[src/rtl/kv_lookup_mux_if.sv]
// Bus bundle for kv_lookup_mux: per-channel key inputs, the hash-table lookup
// request/response pair, per-channel responses and the status outputs.
// Handshake rule for every valid/ready pair here: a beat transfers on a rising
// edge where valid and ready are both high; a source that raises valid keeps
// valid and data stable until that transfer occurs.
interface kv_lookup_mux_if #(
  parameter int NUM_CH    = 2,
  parameter int KEY_WIDTH = 64,
  parameter int LUP_WIDTH = 96,
  parameter int RSP_WIDTH = 120,
  parameter int TAG_DEPTH = 16
);
  logic [NUM_CH-1:0]             s_key_valid;
  logic [NUM_CH*KEY_WIDTH-1:0]   s_key_data;
  logic [NUM_CH-1:0]             s_key_ready;

  logic                          m_lup_req_valid;
  logic                          m_lup_req_ready;
  logic [LUP_WIDTH-1:0]          m_lup_req_data;

  logic                          s_lup_rsp_valid;
  logic                          s_lup_rsp_ready;
  logic [RSP_WIDTH-1:0]          s_lup_rsp_data;

  logic [NUM_CH-1:0]             m_rsp_valid;
  logic [NUM_CH-1:0]             m_rsp_ready;
  logic [NUM_CH*RSP_WIDTH-1:0]   m_rsp_data;

  logic [$clog2(TAG_DEPTH):0]    outstanding;
  logic                          rsp_orphan;

  modport master (
    input  s_key_valid, s_key_data,
    output s_key_ready,
    output m_lup_req_valid, m_lup_req_data,
    input  m_lup_req_ready,
    input  s_lup_rsp_valid, s_lup_rsp_data,
    output s_lup_rsp_ready,
    output m_rsp_valid, m_rsp_data,
    input  m_rsp_ready,
    output outstanding, rsp_orphan
  );

  modport slave (
    output s_key_valid, s_key_data,
    input  s_key_ready,
    input  m_lup_req_valid, m_lup_req_data,
    output m_lup_req_ready,
    output s_lup_rsp_valid, s_lup_rsp_data,
    input  s_lup_rsp_ready,
    input  m_rsp_valid, m_rsp_data,
    output m_rsp_ready,
    input  outstanding, rsp_orphan
  );
endinterface

[src/rtl/kv_lookup_mux.sv]
// Round-robin multiplexer of per-channel key lookups onto one hash-table port;
// a tag FIFO of granted channel indices routes in-order responses back.
module kv_lookup_mux #(
  parameter int NUM_CH    = 2,
  parameter int KEY_WIDTH = 64,
  parameter int LUP_WIDTH = 96,
  parameter int RSP_WIDTH = 120,
  parameter int TAG_DEPTH = 16
) (
  input logic             axis_clk,
  input logic             axis_rst,
  kv_lookup_mux_if.master bus
);
  localparam int CH_W  = (NUM_CH > 1) ? $clog2(NUM_CH) : 1;
  localparam int PTR_W = $clog2(TAG_DEPTH);
  localparam int CNT_W = PTR_W + 1;
  localparam logic [CNT_W-1:0] FULL_CNT = CNT_W'(TAG_DEPTH);

  logic [CH_W-1:0]      last_grant;
  logic [CH_W-1:0]      grant;
  logic                 grant_found;
  logic [KEY_WIDTH-1:0] grant_key;

  logic [CH_W-1:0]      tag_mem [TAG_DEPTH];
  logic [PTR_W-1:0]     wr_ptr;
  logic [PTR_W-1:0]     rd_ptr;
  logic [CNT_W-1:0]     count;
  logic [CH_W-1:0]      head;
  logic                 head_ready;

  logic                 req_valid_q;
  logic [LUP_WIDTH-1:0] req_data_q;
  logic                 orphan_q;

  logic fifo_full, fifo_empty, load, pop, orphan_hit;

  assign fifo_full  = (count == FULL_CNT);
  assign fifo_empty = (count == '0);
  assign head       = tag_mem[rd_ptr];

  // Round-robin: channels above last_grant first, then wrap to the lower ones.
  always_comb begin
    grant       = last_grant;
    grant_found = 1'b0;
    for (int i = 0; i < NUM_CH; i++) begin
      if (!grant_found && bus.s_key_valid[i] && (CH_W'(i) > last_grant)) begin
        grant       = CH_W'(i);
        grant_found = 1'b1;
      end
    end
    for (int i = 0; i < NUM_CH; i++) begin
      if (!grant_found && bus.s_key_valid[i] && (CH_W'(i) <= last_grant)) begin
        grant       = CH_W'(i);
        grant_found = 1'b1;
      end
    end
  end

  always_comb begin
    grant_key  = '0;
    head_ready = 1'b0;
    for (int i = 0; i < NUM_CH; i++) begin
      if (grant == CH_W'(i)) grant_key = bus.s_key_data[i*KEY_WIDTH +: KEY_WIDTH];
      if (head == CH_W'(i))  head_ready = bus.m_rsp_ready[i];
    end
  end

  // A full FIFO blocks the load even when a pop happens in the same cycle.
  assign load = !axis_rst && (!req_valid_q || bus.m_lup_req_ready) &&
                grant_found && !fifo_full;
  assign pop        = !axis_rst && !fifo_empty && bus.s_lup_rsp_valid && head_ready;
  assign orphan_hit = !axis_rst && fifo_empty && bus.s_lup_rsp_valid;

  always_comb begin
    bus.s_key_ready     = '0;
    bus.m_rsp_valid     = '0;
    bus.s_lup_rsp_ready = 1'b0;
    for (int i = 0; i < NUM_CH; i++) begin
      bus.s_key_ready[i] = load && (grant == CH_W'(i));
    end
    if (!axis_rst) begin
      if (fifo_empty) begin
        bus.s_lup_rsp_ready = 1'b1;
      end else begin
        bus.s_lup_rsp_ready = head_ready;
        for (int i = 0; i < NUM_CH; i++) begin
          bus.m_rsp_valid[i] = bus.s_lup_rsp_valid && (head == CH_W'(i));
        end
      end
    end
  end

  assign bus.m_rsp_data      = {NUM_CH{bus.s_lup_rsp_data}};
  assign bus.m_lup_req_valid = req_valid_q;
  assign bus.m_lup_req_data  = req_data_q;
  assign bus.outstanding     = count;
  assign bus.rsp_orphan      = orphan_q;

  always_ff @(posedge axis_clk) begin
    if (axis_rst) begin
      req_valid_q <= 1'b0;
      req_data_q  <= '0;
      last_grant  <= CH_W'(NUM_CH - 1);
      wr_ptr      <= '0;
      rd_ptr      <= '0;
      count       <= '0;
      orphan_q    <= 1'b0;
    end else begin
      orphan_q <= orphan_hit;
      if (load) begin
        req_valid_q <= 1'b1;
        req_data_q  <= LUP_WIDTH'(grant_key);
        last_grant  <= grant;
        wr_ptr      <= wr_ptr + PTR_W'(1);
      end else if (bus.m_lup_req_ready) begin
        req_valid_q <= 1'b0;
      end
      if (pop) rd_ptr <= rd_ptr + PTR_W'(1);
      case ({load, pop})
        2'b10:   count <= count + CNT_W'(1);
        2'b01:   count <= count - CNT_W'(1);
        default: count <= count;
      endcase
    end
  end

  // Tag storage needs no reset: only entries between the pointers are read.
  always_ff @(posedge axis_clk) begin
    if (load) tag_mem[wr_ptr] <= grant;
  end

endmodule

[src/flat_wrapper.sv]
// flat-port wrapper written by rule: the top's interface ports become plain ports
module kv_lookup_mux_flat 
#(
  parameter int NUM_CH    = 2,
  parameter int KEY_WIDTH = 64,
  parameter int LUP_WIDTH = 96,
  parameter int RSP_WIDTH = 120,
  parameter int TAG_DEPTH = 16
)
  (axis_clk, axis_rst, bus_s_key_valid, bus_s_key_data, bus_s_key_ready, bus_m_lup_req_valid, bus_m_lup_req_data, bus_m_lup_req_ready, bus_s_lup_rsp_valid, bus_s_lup_rsp_data, bus_s_lup_rsp_ready, bus_m_rsp_valid, bus_m_rsp_data, bus_m_rsp_ready, bus_outstanding, bus_rsp_orphan);
  kv_lookup_mux_if #(.NUM_CH(NUM_CH), .KEY_WIDTH(KEY_WIDTH), .LUP_WIDTH(LUP_WIDTH), .RSP_WIDTH(RSP_WIDTH), .TAG_DEPTH(TAG_DEPTH)) bus_i ();
  input logic axis_clk;
  input logic axis_rst;
  input wire logic [$bits(bus_i.s_key_valid)-1:0] bus_s_key_valid;
  input wire logic [$bits(bus_i.s_key_data)-1:0] bus_s_key_data;
  output wire logic [$bits(bus_i.s_key_ready)-1:0] bus_s_key_ready;
  output wire logic [$bits(bus_i.m_lup_req_valid)-1:0] bus_m_lup_req_valid;
  output wire logic [$bits(bus_i.m_lup_req_data)-1:0] bus_m_lup_req_data;
  input wire logic [$bits(bus_i.m_lup_req_ready)-1:0] bus_m_lup_req_ready;
  input wire logic [$bits(bus_i.s_lup_rsp_valid)-1:0] bus_s_lup_rsp_valid;
  input wire logic [$bits(bus_i.s_lup_rsp_data)-1:0] bus_s_lup_rsp_data;
  output wire logic [$bits(bus_i.s_lup_rsp_ready)-1:0] bus_s_lup_rsp_ready;
  output wire logic [$bits(bus_i.m_rsp_valid)-1:0] bus_m_rsp_valid;
  output wire logic [$bits(bus_i.m_rsp_data)-1:0] bus_m_rsp_data;
  input wire logic [$bits(bus_i.m_rsp_ready)-1:0] bus_m_rsp_ready;
  output wire logic [$bits(bus_i.outstanding)-1:0] bus_outstanding;
  output wire logic [$bits(bus_i.rsp_orphan)-1:0] bus_rsp_orphan;
  assign bus_i.s_key_valid = bus_s_key_valid;
  assign bus_i.s_key_data = bus_s_key_data;
  assign bus_s_key_ready = bus_i.s_key_ready;
  assign bus_m_lup_req_valid = bus_i.m_lup_req_valid;
  assign bus_m_lup_req_data = bus_i.m_lup_req_data;
  assign bus_i.m_lup_req_ready = bus_m_lup_req_ready;
  assign bus_i.s_lup_rsp_valid = bus_s_lup_rsp_valid;
  assign bus_i.s_lup_rsp_data = bus_s_lup_rsp_data;
  assign bus_s_lup_rsp_ready = bus_i.s_lup_rsp_ready;
  assign bus_m_rsp_valid = bus_i.m_rsp_valid;
  assign bus_m_rsp_data = bus_i.m_rsp_data;
  assign bus_i.m_rsp_ready = bus_m_rsp_ready;
  assign bus_outstanding = bus_i.outstanding;
  assign bus_rsp_orphan = bus_i.rsp_orphan;
  kv_lookup_mux #(.NUM_CH(NUM_CH), .KEY_WIDTH(KEY_WIDTH), .LUP_WIDTH(LUP_WIDTH), .RSP_WIDTH(RSP_WIDTH), .TAG_DEPTH(TAG_DEPTH)) u_core (.axis_clk(axis_clk), .axis_rst(axis_rst), .bus(bus_i));
endmodule
[config.mk]
export PLATFORM = sky130hd
export DESIGN_NAME = kv_lookup_mux_flat
export DESIGN_NICKNAME = d
export VERILOG_FILES = /design/src/rtl/kv_lookup_mux_if.sv /design/src/rtl/kv_lookup_mux.sv /design/src/flat_wrapper.sv
export SDC_FILE = /design/constraint.sdc
export NUM_CORES = 1
export LEC_CHECK = 0
export ABC_AREA = 1
export BUFFER_PORTS_ARGS = -buffer_cell sky130_fd_sc_hd__clkbuf_2
export CAP_MARGIN = 30
export CORE_AREA = 2 2 232 234
export CTS_CLUSTER_DIAMETER = 30
export DETAILED_ROUTE_END_ITERATION = 16
export DIE_AREA = 0 0 234 236
export GPL_TIMING_DRIVEN = 0
export SYNTH_ARGS = -nofsm -noshare
export SYNTH_HDL_FRONTEND = slang
export SYNTH_SLANG_ARGS = --single-unit
export TNS_END_PERCENT = 20
[constraint.sdc]
create_clock -name axis_clk -period 2.8 [get_ports axis_clk]
set_input_delay 0.56 -clock axis_clk [delete_from_list [all_inputs] [get_ports axis_clk]]
set_output_delay 0.56 -clock axis_clk [all_outputs]
set_load 0.03 [all_outputs]
### Word-level counts from Yosys, hierarchy flattened

Memories as Yosys holds them, arrays and structs flattened. A register that Yosys moved wholly into a read port is not among the register bits.
Cells that the tools add are included.

| storage, ports and cells | value |
|---|---|
| register bits | 80 |
| latch bits | 0 |
| bits in writable memories | 16 |
| memory bits (read-only) | 0 |
| output and inout bits | 348 |
| logic and storage cells | 72 |
| memories kept | 1 |

| cells by class | value |
|---|---|
| add/subtract/negate cells | 4 |
| multipliers | 0 |
| div/mod/pow operators | 0 |
| $lt $le $gt $ge | 4 |
| equal/unequal tests | 3 |
| shift-type cells | 0 |
| multiplexer cells | 21 |
| bitwise logic cells | 2 |
| reductions and logical operators | 30 |

Memories:

| name | words | width | rd ports | clocked after memory_dff | wr ports | RTL line | text |
|---|---|---|---|---|---|---|---|
| u_core.tag_mem | 16 | 1 | 1 | 1 | 1 | kv_lookup_mux.sv:24 | `logic [CH_W-1:0] tag_mem [TAG_DEPTH];` |

Operators with widths:

| operator | count |
|---|---|
| $mux W64 | 1 |
| $logic_and A1 B1 Y1 | 19 |
| $mux W1 | 15 |
| $pmux W5 S2 | 1 |
| $add A4 B1 Y4 const B | 2 |
| $mux W4 | 2 |
| $logic_not A1 Y1 | 7 |
| $add A5 B1 Y5 const B | 1 |
| $eq A5 B5 Y1 const B | 1 |
| $logic_not A5 Y1 | 1 |
| $sub A5 B1 Y5 const B | 1 |
| $mux W2 | 2 |
| $reduce_bool A2 Y1 | 2 |
| $eq A2 B1 Y1 const B | 1 |
| $eq A2 B2 Y1 const B | 1 |
| $gt A1 B1 Y1 const A | 2 |
| $le A1 B1 Y1 const A | 2 |
| $not A1 Y1 | 2 |
| $logic_or A1 B1 Y1 | 1 |

### Longest topological paths before layout

Gate-level depths: netlist (run 1).

| depth | value |
|---|---|
| depth in word-level cells | 19 |
| mapped depth | 21 |

### Worst setup path after synthesis (run 1)

OpenSTA, ideal clock, no wires.

| timing path | value |
|---|---|
| path kind | reg-to-reg |
| start | register u_core.count[0], in the netlist u_core.bus.outstanding[0] |
| end | register u_core.count[4], in the netlist u_core.bus.outstanding[4] |
| library setup time | 70 ps |
| arrival | 2564 ps |
| required time | 2730 ps |
| setup slack | 165 ps |
| stages on the path, launching flop included | 17 |
| path buffers | 0 |
| path through | dfxtp_1 > nor4_2 > nand2_1 > nand2_1 > inv_1 > nand3_1 > inv_1 > ha_1 > xor2_1 > ha_1 > a21o_1 > nand2_1 > nand2_1 > a21oi_1 > xor2_1 > nand2_1 > a21oi_1 |

| between the ends | value |
|---|---|
| word-level cells in the longest chain between the ends | 7 |

RTL lines:

| item | RTL line | text |
|---|---|---|
| start, declared | kv_lookup_mux.sv:27 | `logic [CNT_W-1:0] count;` |
| start signal, assigned | kv_lookup_mux.sv:120 | `2'b10: count <= count + CNT_W'(1);` |
| start signal, assigned | kv_lookup_mux.sv:121 | `2'b01: count <= count - CNT_W'(1);` |
| start signal, assigned | kv_lookup_mux.sv:122 | `default: count <= count;` |
| $logic_not A5 Y1 (*) | kv_lookup_mux.sv:38 | `assign fifo_empty = (count == '0);` |
| $logic_not A1 Y1 (*) | kv_lookup_mux.sv:71 | `assign pop = !axis_rst && !fifo_empty && bus.s_lup_rsp_valid && head_ready;` |
| $logic_and A1 B1 Y1 (*) (3 in a row) | kv_lookup_mux.sv:71 |  |
| net u_core.pop | kv_lookup_mux.sv:35 | `logic fifo_full, fifo_empty, load, pop, orphan_hit;` |
| $eq A2 B1 Y1 or $eq A2 B2 Y1 (tied branches) | kv_lookup_mux.sv:119 | `case ({load, pop})` |
| $pmux W5 S2 or $reduce_bool A2 Y1 (tied branches) | - |  |

The timed path passes the listed nets; every way through them passes the cells marked *.
A chain may end at the register's enable or synchronous reset.

### Final worst setup path (run 1)

| timing path | value |
|---|---|
| start | register u_core.count[1], in the netlist u_core.bus.outstanding[1] |
| end | output bus_s_key_ready[1] |

| between the ends | value |
|---|---|
| word-level cells in the longest chain between the ends | 4 |

RTL lines:

| item | RTL line | text |
|---|---|---|
| $eq A5 B5 Y1 | kv_lookup_mux.sv:37 | `assign fifo_full = (count == FULL_CNT);` |
| $logic_not A1 Y1 | kv_lookup_mux.sv:70 | `grant_found && !fifo_full;` |
| $logic_and A1 B1 Y1 | kv_lookup_mux.sv:70 |  |
| $logic_and A1 B1 Y1 | kv_lookup_mux.sv:79 | `bus.s_key_ready[i] = load && (grant == CH_W'(i));` |
| end, declared | flat_wrapper.sv:16 | `output wire logic [$bits(bus_i.s_key_ready)-1:0] bus_s_key_ready;` |

No other way between the ends.

==> results of run 1 <==
area by class of cell:
class / count / area, um2 / share of cell area [%]
repair buffers: 462 / 2380 / 23.2
plain buffers: 301 / 2250 / 21.9
flip-flops and latches: 100 / 2170 / 21.1
multi-input cells: 444 / 2130 / 20.7
well taps: 696 / 871 / 8.48
clock buffers: 9 / 225 / 2.19
inverters: 46 / 184 / 1.79
clock inverters: 6 / 57.6 / 0.561
diodes: 1 / 2.50 / 0.0244
critical path: stages (launching register included):
cell and delay, ns:
sky130_fd_sc_hd__dfxtp_4 0.37, sky130_fd_sc_hd__nor4_4 0.43, sky130_fd_sc_hd__nand2_1 0.17, sky130_fd_sc_hd__nand2_4 0.14, sky130_fd_sc_hd__nor2_2 0.06, sky130_fd_sc_hd__buf_6 0.17
sky130_fd_sc_hd__buf_4 0.19, sky130_fd_sc_hd__clkbuf_2 0.19
Yosys cell counts:
cell                       count  area, um2
sky130_fd_sc_hd__a21o_1        1       7.51
sky130_fd_sc_hd__edfxtp_1     16        480
sky130_fd_sc_hd__dfxtp_1      84       1680
sky130_fd_sc_hd__nor4_2        1       12.5
sky130_fd_sc_hd__inv_2         2       7.51
sky130_fd_sc_hd__conb_1        1       3.75
sky130_fd_sc_hd__nor3_1        2       10.0
sky130_fd_sc_hd__xor2_1        6       52.6
sky130_fd_sc_hd__buf_6         6       67.6
sky130_fd_sc_hd__buf_2         7       35.0
sky130_fd_sc_hd__ha_1          9        113
sky130_fd_sc_hd__nand2_1     248        931
sky130_fd_sc_hd__a21oi_1       6       30.0
sky130_fd_sc_hd__nand3_1      27        135
sky130_fd_sc_hd__xnor2_1       1       8.76
sky130_fd_sc_hd__o21ai_0       7       35.0
sky130_fd_sc_hd__nor2_1       37        139
sky130_fd_sc_hd__inv_1        44        165
sky130_fd_sc_hd__nand4_1       1       6.26
sky130_fd_sc_hd__a31oi_1      64        400
sky130_fd_sc_hd__o21ai_1       1       5.00
sky130_fd_sc_hd__clkbuf_1     10       37.5
sky130_fd_sc_hd__or2_1         1       6.26
sky130_fd_sc_hd__buf_4       280       2100
cells by family (layout without fill, tap and decap cells):
kind of cell    count (synthesis)  after routing  synth area share, %
compound gates                 79             79                 7.38
other cells                     1             33               0.0579
buf+inv                       349            824                 37.3
flops                         100            100                 33.4
xor+xnor                        7              7                0.947
simple gates                  317            317                 19.2
fa+ha+maj                       9              9                 1.74
power by group through the flow:
stage | sequential [mW] | clock [mW] | combinational [mW]
5_1_grt | 1.67 | 1.42 | 2.01
2_1_floorplan | 1.84 | 0 | 1.10
3_5_place_dp | 1.68 | 0 | 1.81
3_3_place_gp | 1.68 | 0 | 1.80
4_1_cts | 1.65 | 1.39 | 1.82
6_report | 1.65 | 1.29 | 1.86
per-stage QoR:
step / instance area (um2) / worst slack (ns) / cells / hold slack [ns]
6_report: 10300 / 0.131 / 2065 / 0.413
3_5_place_dp: 9730 / -0.381 / 2041 / 0.476
5_1_grt: 10300 / -0.0369 / 2065 / 0.397
3_3_place_gp: 9720 / -0.374 / 2040 / 0.470
2_1_floorplan: 6590 / 0.165 / 893 / 0.457
4_1_cts: 10100 / -0.0422 / 2056 / 0.378
sequential cells by signal, summed over array words and instances (netlist names), named ones only:
signal                      flops
u_core.bus.m_lup_req_valid      1
u_core.last_grant               1
u_core.bus.outstanding          5
u_core.rd_ptr                   4
u_core.tag_mem                 16
u_core.wr_ptr                   4
u_core.bus.rsp_orphan           1
u_core.bus.m_lup_req_data      64
final timing paths:
kind	slack [ns]	to
min reg2reg	0.49	u_core.last_grant$_SDFFE_PP1P_
max	0.13	bus_s_key_ready[1]
min	0.41	u_core.bus.m_lup_req_data[43]$_SDFFE_PP0P_
max reg2reg	0.16	u_core.bus.outstanding[4]$_SDFFE_PP0P_
routing by layer:
metal | vias to the layer above | wire, um | track usage (%)
li1 | 3422 | - | -
met3 | 31 | 2010 | 2.61
met2 | 326 | 11900 | 14.1
met5 | - | 0 | 0
met1 | 2875 | 9920 | 9.77
met4 | 0 | 865 | 4.14
timing repair:
item                                   CTS  global route
buffers inserted                         1             8
pin swaps                                3            10
resized for setup                       13            32
endpoints found under the hold margin    0             0
hold buffers                             0             0
cloned                                   0             1
setup endpoints to repair                7             5
==> flow_metrics.py, run 1 <==
metrics = {
    "synthesis": {
        "syn_avg_cell_area_um2": 7.51,
        "syn-cell-area_um2": 6470,
        "synth.distinct_cells": 24,
        "syn_warnings": 0,
        "synth-seq-cells": 100,
        "synth.yosys.seq_area_share_pct": 33.4,
        "synthCells": 862,
    },
    "sta": {
        "timing_max_transition_violations_final": 0,
        "worst_slew_margin_rel_pct": 40.1,
        "aggregate_negative_setup_slack_ns": 0,
        "final-hold-violation-count": 0,
        "setup_viol_count_final": 0,
        "post-route-period-util_pct": 95.3,
        "worst_pin_slew_ns": 0.899,
        "clock.fmax_mhz": 375,
        "period_needed_ns": 2.67,
        "timing.clock.skew_ns": 0.0111,
        "rsz0062_at_grt": "yes",
    },
    "power_and_ir_drop": {
        "netSwitchingPower_mw": 1.92,
        "maximum_vdd_drop_v": 0.000328,
        "comb_power_share_pct": 38.7,
        "swShare_pct": 40.0,
        "totalPowerFinal_mw": 4.80,
        "p_int_mw": 2.88,
        "static_leakage_nw": 5.34,
        "power.density_cell_area_nw_per_um2": 468,
        "share_seq_of_total_power_pct": 34.4,
        "clockPowerShare_pct": 26.9,
    },
    "clock_network": {
        "h-tree-depth": 3,
        "tritoncts.num_buffers": 9,
        "cts_tree": "yes",
        "cts.clk_slew.worst_paths_ns": 0.08,
        "clock_insertion_delay_worst_skew_ns": 0.38,
        "cts_root_buffer": "sky130_fd_sc_hd__clkbuf_16",
        "cts_buffer_depth": 2,
        "tritoncts_num_sinks": 100,
    },
    "setup_path": {
        "endpoint_kind": "output port",
        "ws_path_type": "reg -> out",
        "critical_path_arrival_ns": 2.11,
        "crit-reg2reg-launch": "u_core.bus.outstanding[1]$_SDFFE_PP0P_",
        "critical_path.startpoint": "u_core.bus.outstanding[1]$_SDFFE_PP0P_",
        "reg2reg_depth": 16,
        "setup.worst_path.start_class": "register",
        "critPathRequiredTime_ns": 2.24,
        "crit_path_max_fanout": 10,
    },
    "cells_and_area": {
        "fill_cells": 6042,
        "layout-drive-gt1-share_pct": 58.2,
        "synthToLayoutAreaGrowth_pct": 58.6,
        "final_nets": 1629,
        "final_common_cell": "sky130_fd_sc_hd__clkbuf_2",
        "finish.utilization_pct": 19.3,
        "mostFrequentLayoutCells": "451 x sky130_fd_sc_hd__clkbuf_2, 286 x sky130_fd_sc_hd__buf_4, 243 x sky130_fd_sc_hd__nand2_1",
    },
    "placement": {
        "placed_wire_length_estimate_after_detailed_placement_mm": 20.6,
        "place.gp.congestion": 0.830,
        "portBuffers": 451,
    },
    "drt": {
        "average_wire_per_cell_in_the_routed_design_um": 12.0,
        "route.final.wire_length_mm": 24.7,
        "drc": 0,
        "via_count": 6654,
        "detail_route.iter0.violations": 163,
        "antenna_violating_nets_post_route": 0,
        "pre_repair_dr_iteration_count": 4,
        "avgViaCountPerCell": 3.22,
    },
    "die": {
        "placementRows": 85,
        "die_y_um": 236,
        "pin_count": 604,
        "chipWidth_um": 234,
        "dieArea_um2": 55200,
        "fp.coreArea_um2": 53100,
        "initial_standard_cell_utilization_of_the_core_pct": 12.2,
    },
    "grt": {
        "initial_antenna_violation_count": 1,
        "wire_length_of_the_first_global_routing_pass_mm": 34.6,
        "grt_pass1_vias": 6121,
        "groute.usage.overall_pct": 8.47,
        "grt_start_max_net_pins": 21,
        "globalRouteOverflowTotal": 0,
    },
    "worst_hold_path": {
        "timing.hold.worst.class": "in -> reg",
        "hold_depth": 3,
        "timing.hold.worst.start": "bus_s_key_data[107]",
    },
    "flow_run": {
        "cap_violations": 0,
    },
    "run_status": {
        "run_status": "completed",
    },
}
Note: power is estimated with default switching activity, not from simulation.
==> run 2: changes to the inputs <==
--- a/config.mk
+++ b/config.mk
@@ -6,12 +6,12 @@
 export NUM_CORES = 1
 export LEC_CHECK = 0
 export ABC_AREA = 1
-export BUFFER_PORTS_ARGS = -buffer_cell sky130_fd_sc_hd__clkbuf_2
 export CAP_MARGIN = 30
-export CORE_AREA = 2 2 232 234
+export CORE_AREA = 2 2 237 239
 export CTS_CLUSTER_DIAMETER = 30
 export DETAILED_ROUTE_END_ITERATION = 16
-export DIE_AREA = 0 0 234 236
+export DIE_AREA = 0 0 239 241
+export DONT_BUFFER_PORTS = 1
 export GPL_TIMING_DRIVEN = 0
 export SYNTH_ARGS = -nofsm -noshare
 export SYNTH_HDL_FRONTEND = slang
==> flow_metrics.py, run 2 (synthesis results as in run 1) <==
metrics = {
    "clock_network": {
        "clock_insertion_delay_worst_skew_ns": 0.38,
        "cts_root_buffer": "sky130_fd_sc_hd__clkbuf_16",
        "tritoncts.num_buffers": 9,
        "cts.clk_slew.worst_paths_ns": 0.08,
        "cts_buffer_depth": 2,
        "tritoncts_num_sinks": 100,
        "cts_tree": "yes",
        "h-tree-depth": 3,
    },
    "run_status": {
        "run_status": "completed",
    },
    "flow_run": {
        "cap_violations": 0,
    },
    "grt": {
        "globalRouteOverflowTotal": 0,
        "grt_start_max_net_pins": 21,
        "wire_length_of_the_first_global_routing_pass_mm": 36.1,
        "initial_antenna_violation_count": 3,
        "groute.usage.overall_pct": 9.16,
        "grt_pass1_vias": 4701,
    },
    "drt": {
        "drc": 0,
        "detail_route.iter0.violations": 186,
        "antenna_violating_nets_post_route": 0,
        "pre_repair_dr_iteration_count": 4,
        "via_count": 5305,
        "avgViaCountPerCell": 3.28,
        "average_wire_per_cell_in_the_routed_design_um": 17.6,
        "route.final.wire_length_mm": 28.5,
    },
    "die": {
        "fp.coreArea_um2": 54900,
        "chipWidth_um": 239,
        "die_y_um": 241,
        "dieArea_um2": 57600,
        "initial_standard_cell_utilization_of_the_core_pct": 11.8,
        "pin_count": 604,
        "placementRows": 86,
    },
    "sta": {
        "worst_pin_slew_ns": 0.875,
        "aggregate_negative_setup_slack_ns": 0,
        "worst_slew_margin_rel_pct": 41.4,
        "period_needed_ns": 2.62,
        "rsz0062_at_grt": "no",
        "setup_viol_count_final": 0,
        "final_ws_setup_ns": 0.176,
        "timing.clock.skew_ns": 0.0122,
        "timing_max_transition_violations_final": 0,
        "clock.fmax_mhz": 381,
        "post-route-period-util_pct": 93.7,
        "final-hold-violation-count": 0,
    },
    "cells_and_area": {
        "final_common_cell": "sky130_fd_sc_hd__buf_4",
        "finish.utilization_pct": 14.4,
        "final_nets": 1172,
        "area.sequential_um2": 2180,
        "synthToLayoutAreaGrowth_pct": 22.5,
        "fill_cells": 6313,
        "max_reg_flops": 64,
        "layout-drive-gt1-share_pct": 37.1,
        "mostFrequentLayoutCells": "282 x sky130_fd_sc_hd__buf_4, 242 x sky130_fd_sc_hd__nand2_1, 77 x sky130_fd_sc_hd__dfxtp_1",
        "multiInputGateArea_um2": 2110,
    },
    "power_and_ir_drop": {
        "static_leakage_nw": 3.40,
        "power.density_cell_area_nw_per_um2": 567,
        "maximum_vdd_drop_v": 0.000440,
    },
    "placement": {
        "placed_wire_length_estimate_after_detailed_placement_mm": 24.6,
        "place.gp.congestion": 0.861,
        "dp_worst_setup_slack_ns": -0.409,
        "portBuffers": 0,
    },
    "setup_path": {
        "crit_path_max_fanout": 5,
        "crit-reg2reg-launch": "u_core.bus.outstanding[0]$_SDFFE_PP0P_",
        "regToRegSetupSlack_ns": 0.18,
        "critPathRequiredTime_ns": 3.10,
        "ws_path_type": "reg -> reg",
        "reg2reg_depth": 16,
        "endpoint_kind": "register",
        "setup.worst_path.start_class": "register",
        "critical_path_arrival_ns": 2.93,
        "crit-reg2reg-capture": "u_core.bus.outstanding[4]$_SDFFE_PP0P_",
    },
    "worst_hold_path": {
        "timing.hold.worst.start": "bus_s_key_data[92]",
        "timing.hold.worst.class": "in -> reg",
        "hold_depth": 2,
        "end_point_of_the_worst_hold_path": "u_core.bus.m_lup_req_data[28]$_SDFFE_PP0P_",
    },
}
[run 2: area by class of cell]
class,instances,area share [%]
Tap cell,704,11.1
Buffer,302,28.2
Timing Repair Buffer,4,0.347
Inverter,46,2.24
Clock buffer,9,2.84
Sequential cell,100,27.5
Antenna cell,2,0.0631
Multi-Input combinational cell,444,26.7
Clock inverter,7,0.994
[run 2: worst max-delay path: stages (launching register included)]
cell and delay [ns]:
sky130_fd_sc_hd__dfxtp_4 0.41, sky130_fd_sc_hd__nor4_4 0.37, sky130_fd_sc_hd__nand2_2 0.14, sky130_fd_sc_hd__nand2_4 0.09, sky130_fd_sc_hd__inv_1 0.08, sky130_fd_sc_hd__nand3_4 0.10
sky130_fd_sc_hd__inv_2 0.06, sky130_fd_sc_hd__ha_4 0.18, sky130_fd_sc_hd__xor2_1 0.16, sky130_fd_sc_hd__ha_2 0.18, sky130_fd_sc_hd__a21o_1 0.17, sky130_fd_sc_hd__nand2_1 0.07
sky130_fd_sc_hd__nand2_1 0.07, sky130_fd_sc_hd__a21oi_2 0.13, sky130_fd_sc_hd__xor2_1 0.16, sky130_fd_sc_hd__nand2_1 0.07, sky130_fd_sc_hd__a21oi_1 0.11
[run 2: layer usage]
layer	vias up	share of wire (%)	global-route usage [%]
li1	2513	-	-
met1	2381	37	9.48
met5	-	0	0
met3	37	7.5	2.23
met2	374	53	17.3
met4	0	3.3	4.26
[run 2: stage by stage]
| step | hold slack (ns) | instances | power [mW] | area [um2] |
|---|---|---|---|---|
| finish | 0.335 | 1618 | 4.50 | 7930 |
| detailed placement | 0.494 | 1597 | 3.17 | 7470 |
| global placement | 0.484 | 1597 | 3.16 | 7470 |
| floorplan | 0.457 | 893 | 2.94 | 6590 |
| CTS | 0.314 | 1613 | 4.51 | 7850 |
| global route | 0.327 | 1618 | 4.70 | 7930 |
[run 2: repair_timing]
item | CTS | global route
buffers inserted | 0 | 2
cloned | 0 | 1
hold buffers | 0 | 0
pin swaps | 1 | 5
setup endpoints to repair | 7 | 3
resized for setup | 21 | 16
[run 2: power by group]
part / internal [mW] / total [mW] / switching (mW)
clock: 0.637 / 1.32 / 0.682
sequential: 1.57 / 1.87 / 0.295
combinational: 0.448 / 1.31 / 0.862
total: 2.66 / 4.50 / 1.84
[run 2: worst max path at each step]
| stage | startpoint | end | slack [ns] | cells past startpoint |
|---|---|---|---|---|
| finish | u_core.bus.outstanding[0]$_SDFFE_PP0P_ | u_core.bus.outstanding[4]$_SDFFE_PP0P_ | 0.18 | 16 |
| global route | register | u_core.bus.outstanding[4]$_SDFFE_PP0P_ | 0.01 | 21 |
| CTS | register | u_core.bus.outstanding[4]$_SDFFE_PP0P_ | 0.03 | 21 |
| detailed placement | u_core.bus.outstanding[1]$_SDFFE_PP0P_ | u_core.bus.outstanding[4]$_SDFFE_PP0P_ | -0.41 | 16 |
| global placement | u_core.bus.outstanding[0]$_SDFFE_PP0P_ | u_core.bus.outstanding[4]$_SDFFE_PP0P_ | -0.39 | 15 |
| floorplan | u_core.bus.outstanding[0]$_SDFFE_PP0P_ | u_core.bus.outstanding[4]$_SDFFE_PP0P_ | 0.17 | 16 |
